==> src/rtl/piped_adder.sv <==
// piped_adder: pipelined binary adder tree summing N_args signed addends,
// one register stage per tree level, with an optional aligned valid delay line.
module piped_adder #(
    parameter int N_args = 9,
    parameter int arg_width = 4,
    parameter bit dis_valid = 1'b0,
    localparam int H = $clog2(N_args)
) (
    input  logic                              clk,
    input  logic                              reset,
    input  logic [N_args*arg_width-1:0]       args_in,
    input  logic                              we,
    output logic signed [arg_width+H-1:0]     sum_out,
    output logic                              valid
);
    for (genvar k = 0; k <= H; k++) begin : st
        localparam int C = (N_args + (1 << k) - 1) >> k;
        logic signed [arg_width+k-1:0] v [C];
        if (k == 0) begin : leaf
            for (genvar i = 0; i < C; i++) begin : a
                assign v[i] = args_in[i*arg_width +: arg_width];
            end
        end else begin : node
            localparam int P = (N_args + (1 << (k - 1)) - 1) >> (k - 1);
            localparam int M = arg_width + k - 2;
            for (genvar i = 0; i < C; i++) begin : n
                logic signed [arg_width+k-1:0] r;
                logic [arg_width+k-1:0] lo;
                assign lo = {st[k-1].v[2*i][M], st[k-1].v[2*i]};
                // An odd leftover element is only widened, keeping every path equally deep
                if (2*i + 1 < P) begin : add
                    logic [arg_width+k-1:0] hi;
                    assign hi = {st[k-1].v[2*i+1][M], st[k-1].v[2*i+1]};
                    always_ff @(posedge clk or posedge reset)
                        if (reset) r <= '0;
                        else r <= lo + hi;
                end else begin : pass
                    always_ff @(posedge clk or posedge reset)
                        if (reset) r <= '0;
                        else r <= lo;
                end
                assign v[i] = r;
            end
        end
    end
    assign sum_out = st[H].v[0];
    if (dis_valid) begin : comb
        assign valid = we;
    end else begin : dly
        logic [H-1:0] vd;
        always_ff @(posedge clk or posedge reset)
            if (reset) vd <= '0;
            else vd <= H'({vd, we});
        assign valid = vd[H-1];
    end
endmodule

==> config.mk <==
export PLATFORM = sky130hd
export DESIGN_NAME = piped_adder
export DESIGN_NICKNAME = d
export VERILOG_FILES = /design/src/rtl/piped_adder.sv
export SDC_FILE = /design/constraint.sdc
export NUM_CORES = 1
export LEC_CHECK = 0
export ABC_AREA = 1
export ABC_CLOCK_PERIOD_IN_PS = 2700
export CAP_MARGIN = 30
export CORE_ASPECT_RATIO = 0.9
export CORE_MARGIN = 3
export CORE_UTILIZATION = 30
export CTS_CLUSTER_SIZE = 14
export DETAILED_ROUTE_END_ITERATION = 12
export GPL_ROUTABILITY_DRIVEN = 0
export PLACE_DENSITY = 0.59
export SYNTH_ARGS = -nofsm -noshare
export SYNTH_HDL_FRONTEND = slang
export SYNTH_SLANG_ARGS = --single-unit
==> constraint.sdc <==
create_clock -name clk -period 2.7 [get_ports clk]
set_input_delay 0.675 -clock clk [delete_from_list [all_inputs] [get_ports clk]]
set_output_delay 0.675 -clock clk [all_outputs]
set_load 0.02 [all_outputs]
==> results.txt, run 1 <==
----------------------------------------------------
[Synthesis]
  Total nets after synthesis ... 365
  Mapped Area ... 0.003025 sq mm
  Synth async-reset ratio ... 1.000
  Primary FF master, synth ... dfrtp_1
  Biggest area consumer among synthesized cells ... dfrtp_1
  Post-synth EDFFs ... 0
  Mapped Avg Cell Area ... around 11 sq um
  Synth area leaders ... dfrtp_1 52%, ha_1 16%, nand2_1 6.7%
  Leading cell types by count after synthesis ... 63 x dfrtp_1, 54 x nand2_1, 44 x inv_1
  Distinct cell type count of the synthesized netlist ... 15
  Part of the Yosys area used for sequential elements ... 0.5211
  Yosys reg bits ... 63
  Share of the synthesized area in the top cell type ... 0.5211
  Cell count after synthesis ... approximately 280
  Count of synthesis-stage warnings from yosys ... 0
  Cell with the most instances after synthesis ... dfrtp_1

[Floorplan]
  Die extent in x ... 111.9 um
  Number of standard-cell rows in the floorplan ... 34
  Starting density of the core ... 0.3106
  Die ar. ... 0.01133 sq mm
  Area inside the core boundary ... 0.009742 sq mm
  Number of ports placed on the die boundary ... 48
  Die Span Y ... 101.3 um

[CTS]
  Clk Latency, worst-skew pair ... 0.33 ns
  Buffer type at the clock tree root ... clkbuf_8
  Total setup buffers inserted after CTS ... 0
  Number of buffers added by the clock tree synthesis step ... 9
  Clock input transition at the sequential cells of the worst setup and hold paths ... 0.07 ns
  Post-CTS Hold Fix Bufs ... 0
  # H-tree levels ... 3
  Clock sink count ... 63
  Clock tree from TritonCTS ... done
  Buffer depth of the longest clock path ... 2
  Number of gates given a new drive strength after cts ... 0

[Setup path]
  Category of cells accounting for the largest share of critical-path delay ... buffers and inverters
  CP peak stage delay ... 0.59 ns
  Startpoint types ... flip-flop
  Endpoint kind of the worst setup timing path ... output pin
  Worst EP arrival ... 1.25 ns
  Critical path fanouts, max ... 1
  Ordered cell list for the critical path ... clkdlybuf4s50_1
  Critical path class ... reg -> out
  Worst-path cell with the longest stage delay ... clkdlybuf4s50_1
  Number of buffers and inverters on the critical path ... 1
  Critical Path RT ... roughly 2.0 ns

[Cells and area]
  Ant. Diodes ... 0
  Layout Cells excl Fill ... 469
  Share of cells above drive strength 1 ... 0.05539
  NumNets Final ... between 400 and 500
  Synth-to-layout area growth ... 29.07%
  Fraction of the core area covered by cells at the end of the flow ... 0.4008
  # fillers ... 960

[Global routing]
  Number of global-route vias before repair ... 2020
  Global-route wire length before repair ... between 7000 and 8000 um
  M1 GR Usage ... 0.08889
  Initial antenna violation count ... 0
  Met2 track utilization from global routing ... 0.1585
  Pin count of the biggest net entering global routing ... 64
  Most used routing layer in global routing ... met2
  Fraction of met3 tracks used by global routing ... 0.03644
  Global route overflow ... 0
  Global Route Usage Sum ... 0.08747

[Route]
  Vias after detailed routing ... 1944
  Total iterations of the first detailed-routing run ... 4
  DR DRC count ... 0
  DR WL/cell ... 9.360 um
  Violation count after the first detailed-route iteration ... 90
  Detail Route Antenna Nets ... 0
  Vias/cell ... 4.145
  Final WL ... roughly 4400 um

[Timing]
  Normalized max-slew margin ... 0.7881
  Final worst path period share ... 0.7114
  Final count of negative-setup-slack endpoints ... 0
  Max Fclk ... 520.6 MHz
  Transition time at the pin with the least slew margin ... 0.3178 ns
  Count of final hold-check violations ... 0
  Min Hold Slack ... 0.3440 ns
  Final clock skew ... 0.009352 ns
  Setup repair after global routing missed its margin ... no
  Post-layout minimum cycle time ... 1.921 ns
  Post-route setup TNS ... 0 ns
  Max-slew violation count ... 0

[Hold path]
  Worst min-delay path class ... reg -> reg

[Power and ir drop]
  IR Drop Worst-Case VDD ... approximately 580 uV
  Power per cell area ... 892.2 mW/mm^2
  Tot Pwr ... 3.484 mW
  Leakage Power ... 1.937 nW

[Run]
  Max-capacitance violation count ... 0

[Placement]
  Count of buffers inserted at the top-level ports ... between 40 and 50
  Number of placed cells counting well taps ... 453
  DP HPWL ... 3439 um

[Status]
  Status ... finished, final reports clean

----------------------------------------------------
## metal layers
layer  share of wire  up-vias
met5               0        -
met4           0.020        0
met3           0.065        9
met2            0.50       41
met1            0.42      893
li1                -     1001
## kinds of logic (layout without fill, tap and decap cells)
group,Yosys count,in the layout,synth area share
AND/OR/NAND/NOR,84,84,0.1162
flip-flops,63,63,0.5211
adder cells (fa/ha/maj),47,47,0.2142
buffers and inverters,44,108,0.05459
AO/OA/AOI/OAI,21,21,0.03598
XOR/XNOR,20,20,0.05790
## registers in the layout, summed over array words and instances (netlist names)
register and count:
dly.vd 4, sum_out 8, st.node.n.r 51
## layout make-up
type                       count  area [sq um]  area share
tap                          126         157.7     0.04037
timing repair buffer          48         490.5      0.1256
clock buffer                  11         151.4     0.03877
sequential                    63          1577      0.4037
multi-input combinational    172          1284      0.3287
inverter                      44         165.2     0.04229
clock inverter                 5         80.08     0.02051
## metrics by stage
step	area [sq um]	setup slack (ns)
after global placement	3674	0.5944
after CTS	3905	0.7427
after floorplan	3025	0.4553
after detailed placement	3674	0.5376
after global routing	3905	0.7115
final	3905	0.7793
## report_power, final
part	internal, mW	total (mW)	switching [mW]
clock network	0.568	0.908	0.340
logic	0.610	1.29	0.676
registers	1.20	1.29	0.0873
total	2.38	3.48	1.10
## layout by cell type, fill, tap and decap left out
cell / count
ha_1: 39
buf_12: 1
fa_1: 8
a21oi_1: 12
inv_2: 1
clkinvlp_4: 2
clkinv_2: 1
o21ai_0: 8
xnor2_1: 9
nand2_1: 54
bufinv_16: 2
clkdlybuf4s50_1: 47
xor2_1: 11
clkbuf_8: 11
nor3_1: 3
or2_1: 3
nand3_1: 14
inv_1: 43
dfrtp_1: 63
nor2_1: 8
o21ai_2: 1
nand3b_1: 2
## worst paths after layout
path / endpoint / depth (start not counted) / startpoint / slack, ns
hold / removal: st[3].node.n[1].r[0] / 0 / st[2].node.n[2].r[0] / 0.34
hold reg to reg: st[3].node.n[1].r[0] / 0 / st[2].node.n[2].r[0] / 0.34
setup reg to reg: sum_out[6] / 9 / st[3].node.n[1].r[0] / 1.22
setup / recovery: sum_out[1] / 1 / sum_out[1] / 0.78
min in group asynchronous: dly.vd[1] / 3 / reset / 0.72
max in group asynchronous: st[2].node.n[0].r[5] / 3 / reset / 1.71
Power figures use the tool's default switching activity.
==> inputs of run 2 (changes only) <==
- ABC_CLOCK_PERIOD_IN_PS: 2700 -> 1600
- PLACE_DENSITY: 0.59 -> 0.6
- clock period: 2.7 -> 1.6 ns (I/O delays scaled with it)
==> run 2 against run 1 <==
Against the previous run:
- clock skew fell by 0.0021 ns
- worst setup slack got worse by 0.70 ns
- clock power rose by 65%
- combinational power rose by 62%
- core utilization rose by 0.15 points
- critical path depth rose by 5
- first-iteration DRC count fell by 66%
- wire length fell by 1.6%
- power rose by 65%
- final cell count rose by 0.85%
- critical endpoint is now st[1].node.n[2].r[4]
==> results.txt, run 2 (synthesized netlist as in run 1, its figures left out) <==
----------------------------------------------------
[Setup path]
  Worst-path cell with the longest stage delay ... clkdlybuf4s50_1
  Critical path fanouts, max ... 2 (+1)
  Category of cells accounting for the largest share of critical-path delay ... adder cells
  Critical Path RT ... 1.82 ns (-0.21 ns)
  CP peak stage delay ... 0.46 ns (-0.13 ns)
  Critical path's most frequent cell ... o21ai_0
  Crit Reg-Reg Startpoint ... st[3].node.n[1].r[0]
  Endpoint kind of the worst setup timing path ... flip-flop
  Ordered cell list for the critical path ... clkdlybuf4s50_1 -> ha_1 -> inv_1 -> fa_1 -> o21ai_0 -> o21ai_0
  Worst EP arrival ... 1.74 ns (+0.49 ns)
  Startpoint types ... input port
  Number of buffers and inverters on the critical path ... 2 (+1)
  Critical path origin ... args_in[16]
  Critical path class ... in -> reg

[Route]
  Total iterations of the first detailed-routing run ... 3 (-1)
  Violation count after the first detailed-route iteration ... 31 (-66%)
  Vias after detailed routing ... 1923 (-1.1%)
  DR DRC count ... 0 (unchanged)
  DR WL/cell ... 9.131 um (-2.4%)
  Detail Route Antenna Nets ... 0 (unchanged)
  Final WL ... 4319 um (-1.6%)
  Vias/cell ... 4.066 (-1.9%)

[Cells and area]
  Ant. Diodes ... 0 (unchanged)
  Share of cells above drive strength 1 ... 0.06052 (+0.005125)
  Summed area of non-filler cells in the final layout ... 0.003920 sq mm (+0.38%)
  Most frequent cells in the layout ... 63 x dfrtp_1, 54 x nand2_1, 43 x inv_1
  # fillers ... 940 (-2.1%)
  Flip-flop count of the largest register after layout ... 51 (unchanged)
  Synth-to-layout area growth ... 29.57%
  Layout Cells excl Fill ... 473 (+0.85%)
  Most common library cell in the layout ignoring fill and taps ... dfrtp_1
  Largest Register ... st.node.n.r
  NumNets Final ... 428 (+0.94%)

[Placement]
  Placed inst area ... 0.003707 sq mm (+0.92%)
  Worst slack after detailed placement ... -0.2871 ns (-0.8247 ns)
  Count of buffers inserted at the top-level ports ... 47 (unchanged)
  DP HPWL ... 3448 um (+0.26%)
  Number of placed cells counting well taps ... 457 (+0.88%)

[Timing]
  Final count of negative-setup-slack endpoints ... 0 (unchanged)
  Transition time at the pin with the least slew margin ... 0.3198 ns (+0.001977 ns)
  Setup repair after global routing missed its margin ... no
  Final worst path period share ... 0.9508
  Max-slew violation count ... 0 (unchanged)
  Post-layout minimum cycle time ... 1.521 ns
  Final clock skew ... 0.007239 ns (-0.002114 ns)
  Min Hold Slack ... 0.3449 ns (+0.0008270 ns)
  Normalized max-slew margin ... 0.7868 (-0.001318)
  Max Fclk ... ~660 MHz
  Final worst-path setup slack ... 0.07866 ns (-0.7006 ns)
  Count of final hold-check violations ... 0 (unchanged)

[Power and ir drop]
  Net switching power of the design ... 1.812 mW (+64%)
  Relative contribution of combinational cells to total power ... 0.363 (-0.006)
  Clock group share of total power ... 0.261 (about the same)
  Sequential share of power ... 0.376 (+0.006)
  Leakage Power ... 1.967 nW (+1.6%)
  Internal Power ... 3.952 mW (+66%)
  Proportion of total power due to net switching ... 0.3143 (-0.002283)
  IR Drop Worst-Case VDD ... 687.6 uV (+19%)
  Power per cell area ... 1470 mW/mm^2 (+65%)
  Tot Pwr ... 5.763 mW (+65%)

[CTS]
  Total setup buffers inserted after CTS ... 0 (unchanged)
  Clk Latency, worst-skew pair ... 0.33 ns (about the same)
  Clock input transition at the sequential cells of the worst setup and hold paths ... 0.07 ns (about the same)
  Clock tree from TritonCTS ... done
  Number of buffers added by the clock tree synthesis step ... 9 (unchanged)
  Buffer depth of the longest clock path ... 2 (unchanged)
  Buffer type at the clock tree root ... clkbuf_8
  # H-tree levels ... 3 (unchanged)
  Clock sink count ... 63 (unchanged)

[Floorplan]
  Die ar. ... 0.01133 sq mm (unchanged)
  Starting density of the core ... 0.3106 (unchanged)
  Die Span Y ... 101.3 um (unchanged)
  Die extent in x ... 111.9 um (unchanged)
  Number of ports placed on the die boundary ... 48 (unchanged)
  Number of standard-cell rows in the floorplan ... 34 (unchanged)
  Area inside the core boundary ... 0.009742 sq mm (unchanged)

[Status]
  Status ... finished, final reports clean

[Global routing]
  Global route overflow ... 0 (unchanged)
  Number of global-route vias before repair ... 2019 (-0.050%)
  Global Route Usage Sum ... 0.08651 (-0.0009692)
  Initial antenna violation count ... 0 (unchanged)
  Pin count of the biggest net entering global routing ... 64 (unchanged)
  Global-route wire length before repair ... 7955 um (+0.25%)

[Hold path]
  Hold path startpoint ... st[2].node.n[2].r[0]
  Worst min-delay path class ... reg -> reg

[Run]
  Max-capacitance violation count ... 0 (unchanged)

----------------------------------------------------
-- run 2: what timing repair did --
| item | 4_1_cts | 5_1_grt |
|---|---|---|
| gates resized for setup | 9 | 0 |
| hold buffers | 0 | 0 |
| endpoints found under the setup margin | 9 | 0 |
-- run 2: final timing paths --
path	slack [ns]	cells past startpoint	to
max	0.08	6	st[1].node.n[2].r[4]
min	0.34	0	st[3].node.n[1].r[0]
max reg2reg	0.15	9	sum_out[6]
min reg2reg	0.34	0	st[3].node.n[1].r[0]
max in group asynchronous	0.84	3	st[1].node.n[2].r[0]
min in group asynchronous	0.49	3	dly.vd[1]
-- run 2: worst reg2reg max path: cells and delay by family, from the launching register on --
| kind | cells | cell delay [ns] |
|---|---|---|
| fa+ha+maj | 2 | 0.55 |
| buf+inv | 2 | 0.12 |
| flops | 1 | 0.33 |
| simple gates | 5 | 0.34 |
-- run 2: through the flow --
step,utilization,TNS (ns)
after detailed placement,0.3806,-2.303
after global placement,0.3806,-1.967
after global routing,0.4024,0
after floorplan,-,0
after CTS,0.4024,0
final,0.4024,0
-- run 2: final cells by class --
type / instances / area (sq um) / area share
Timing Repair Buffer: 52 / 509.2 / 0.1299
Clock inverter: 3 / 65.06 / 0.01660
Inverter: 44 / 168.9 / 0.04309
Clock buffer: 13 / 158.9 / 0.04054
Sequential cell: 63 / 1577 / 0.4022
Multi-Input combinational cell: 172 / 1284 / 0.3275
Tap cell: 126 / 157.7 / 0.04022
-- run 2: power by group through the flow --
stage	combinational [mW]	sequential [mW]	clock, mW
after global placement	2.16	2.21	0
after detailed placement	2.20	2.21	0
final	2.09	2.17	1.50
after global routing	2.44	2.21	1.64
after floorplan	1.48	2.31	0
after CTS	2.14	2.18	1.56
-- run 2: routing by layer --
metal | track usage | vias to the layer above | part of all wire
li1 | - | 1009 | -
met1 | 0.08906 | 872 | 0.42
met2 | 0.1631 | 38 | 0.50
met3 | 0.03644 | 4 | 0.066
met4 | 0.02245 | 0 | 0.0088
met5 | 0 | - | 0
==> inputs of run 3 (changes only) <==
==> constraint.sdc (replaced) <==
create_clock -name clk -period 1.6 [get_ports clk]
set_input_delay 0.32 -clock clk [delete_from_list [all_inputs] [get_ports clk]]
set_output_delay 0.32 -clock clk [all_outputs]
set_load 0.02 [all_outputs]
==> run 3 against run 2 <==
Against the previous run:
- hold slack improved by 0.0038 ns
- register-to-register slack about the same
- critical path depth did not move
- sequential cell count stayed put
- count of clock-buffer cells in the layout down 1
- combinational power rose by 2%
- final cell count fell by 0.63%
- non-clock buffer count is 3 lower
- power fell by 2.7%
- critical path type unchanged
- critical endpoint is now st[1].node.n[3].r[4]
- largest cell class unchanged
- highest routed layer unchanged
==> results.txt, run 3 (synthesized netlist as in run 1, its figures left out) <==
----------------------------------------------------
[Placement]
  DP HPWL ... 3407 um (-1.2%)
  Placed inst area ... 0.003685 sq mm (-0.61%)
  Count of buffers inserted at the top-level ports ... 47 (unchanged)
  Worst slack after detailed placement ... -0.2312 ns (+0.05587 ns)
  Number of placed cells counting well taps ... 454 (-0.66%)

[Cells and area]
  Flip-flop count of the largest register after layout ... 51 (unchanged)
  Most frequent cells in the layout ... 63 x dfrtp_1, 54 x nand2_1, 43 x inv_1
  Fraction of the core area covered by cells at the end of the flow ... 0.3993 (-0.003083)
  Synth-to-layout area growth ... 28.58%
  Layout Cells excl Fill ... 470 (-0.63%)
  Summed area of non-filler cells in the final layout ... 0.003890 sq mm (-0.77%)
  Ant. Diodes ... 0 (unchanged)
  Most common library cell in the layout ignoring fill and taps ... dfrtp_1
  Largest Register ... st.node.n.r
  NumNets Final ... 425 (-0.70%)
  Share of cells above drive strength 1 ... 0.05233 (-0.008193)

[Hold path]
  Hold path startpoint ... st[1].node.n[4].r[1]
  Depth of the worst hold-timing path ... 0 (unchanged)
  Terminating pin of the worst hold path ... st[2].node.n[2].r[1]
  Worst min-delay path class ... reg -> reg

[Timing]
  Final count of negative-setup-slack endpoints ... 0 (unchanged)
  Final worst-path setup slack ... 0.1341 ns (+0.05547 ns)
  Max-slew violation count ... 0 (unchanged)
  Count of final hold-check violations ... 0 (unchanged)
  Post-route setup TNS ... 0 ns (unchanged)
  Transition time at the pin with the least slew margin ... 0.3170 ns (-0.002785 ns)
  Final worst path period share ... 0.9162 (-0.03467)
  Post-layout minimum cycle time ... 1.466 ns (-0.05547 ns)
  Setup repair after global routing missed its margin ... no
  Normalized max-slew margin ... 0.7887 (+0.001857)
  Max Fclk ... 682.2 MHz (+3.8%)
  Min Hold Slack ... 0.3487 ns (+0.003786 ns)
  Final clock skew ... 0.004870 ns (-0.002369 ns)

[Setup path]
  Critical path's most frequent cell ... o21ai_0
  Crit Reg-Reg Startpoint ... st[2].node.n[0].r[0]
  Depth of the worst register-to-register path ... 7 (-2)
  Flop-to-flop setup slack ... 0.15 ns (about the same)
  CP peak stage delay ... 0.46 ns (about the same)
  Worst-path cell with the longest stage delay ... clkdlybuf4s50_1
  Reg-to-reg critical path endpoint ... st[3].node.n[0].r[6]
  Ordered cell list for the critical path ... clkdlybuf4s50_1 -> ha_1 -> inv_1 -> fa_1 -> o21ai_0 -> o21ai_0
  Number of buffers and inverters on the critical path ... 2 (unchanged)
  Critical Path RT ... 1.81 ns (about the same)
  Startpoint types ... input port
  Critical path class ... in -> reg
  Category of cells accounting for the largest share of critical-path delay ... adder cells
  Endpoint kind of the worst setup timing path ... flip-flop
  Instance count on the critical path ... 6 (unchanged)
  Critical path fanouts, max ... 2 (unchanged)
  Worst EP arrival ... 1.68 ns (-0.06 ns)

[Power and ir drop]
  Leakage Power ... 1.996 nW (+1.5%)
  Tot Pwr ... 5.608 mW (-2.7%)
  IR Drop Worst-Case VDD ... 641.6 uV (-6.7%)
  Power per cell area ... 1442 mW/mm^2 (-1.9%)

[CTS]
  Clock input transition at the sequential cells of the worst setup and hold paths ... 0.06 ns (about the same)
  Clk Latency, worst-skew pair ... 0.33 ns (about the same)
  Clock tree from TritonCTS ... done
  # H-tree levels ... 3 (unchanged)
  Buffer type at the clock tree root ... clkbuf_8
  Clock sink count ... 63 (unchanged)
  Buffer depth of the longest clock path ... 2 (unchanged)
  Number of buffers added by the clock tree synthesis step ... 9 (unchanged)
  Post-CTS Hold Fix Bufs ... 0 (unchanged)

[Floorplan]
  Area inside the core boundary ... 0.009742 sq mm (unchanged)
  Die ar. ... 0.01133 sq mm (unchanged)
  Number of standard-cell rows in the floorplan ... 34 (unchanged)
  Starting density of the core ... 0.3106 (unchanged)
  Die extent in x ... 111.9 um (unchanged)
  Number of ports placed on the die boundary ... 48 (unchanged)
  Die Span Y ... 101.3 um (unchanged)

[Global routing]
  Global Route Usage Sum ... 0.09043 (+0.003926)
  Global-route wire length before repair ... 8135 um (+2.3%)
  Number of global-route vias before repair ... 2018 (-0.050%)
  Global route overflow ... 0 (unchanged)
  Pin count of the biggest net entering global routing ... 64 (unchanged)
  Initial antenna violation count ... 0 (unchanged)

[Run]
  Max-capacitance violation count ... 0 (unchanged)

[Route]
  Violation count after the first detailed-route iteration ... 53 (+71%)
  Vias after detailed routing ... 1935 (+0.62%)
  DR DRC count ... 0 (unchanged)
  Detail Route Antenna Nets ... 0 (unchanged)
  Final WL ... 4413 um (+2.2%)
  Vias/cell ... 4.117 (+1.3%)
  Total iterations of the first detailed-routing run ... 5 (+2)
  DR WL/cell ... 9.389 um (+2.8%)

[Status]
  Status ... finished, final reports clean

----------------------------------------------------
## run 3: power by group
part / switching (mW) / internal, mW
combinational: 1.15 / 0.992
clock: 0.547 / 0.754
sequential: 0.139 / 2.03
## run 3: area by class of cell
cell class	instances	area, sq um
Sequential cell	63	1577
Inverter	44	168.9
Multi-Input combinational cell	172	1284
Clock buffer	12	145.1
Clock inverter	4	45.04
Timing Repair Buffer	49	513.0
Fill cell	937	5852
Tap cell	126	157.7
## run 3: worst max-delay path by stage
| stage | from | endpoint | slack [ns] |
|---|---|---|---|
| final | args_in[24] | st[1].node.n[3].r[4] | 0.13 |
| after global routing | st[2].node.n[0].r[0] | st[3].node.n[0].r[6] | 0.01 |
| after CTS | sum_out[0] | sum_out[0] | 0.002 |
| after detailed placement | args_in[24] | st[1].node.n[3].r[4] | -0.23 |
| after global placement | args_in[16] | st[1].node.n[2].r[4] | -0.15 |
| after floorplan | st[3].node.n[1].r[0] | sum_out[6] | 0.25 |
## run 3: what timing repair did
item	4_1_cts	5_1_grt
buffers inserted	0	0
endpoints found under the setup margin	2	7
hold endpoints to repair	0	0
resized for setup	2	7
## run 3: layer usage
metal | part of all wire | vias to the layer above | global-route usage
met3 | 0.061 | 7 | 0.04361
li1 | - | 999 | -
met5 | 0 | - | 0
met2 | 0.49 | 42 | 0.1567
met4 | 0.015 | 0 | 0.03648
met1 | 0.43 | 887 | 0.09572
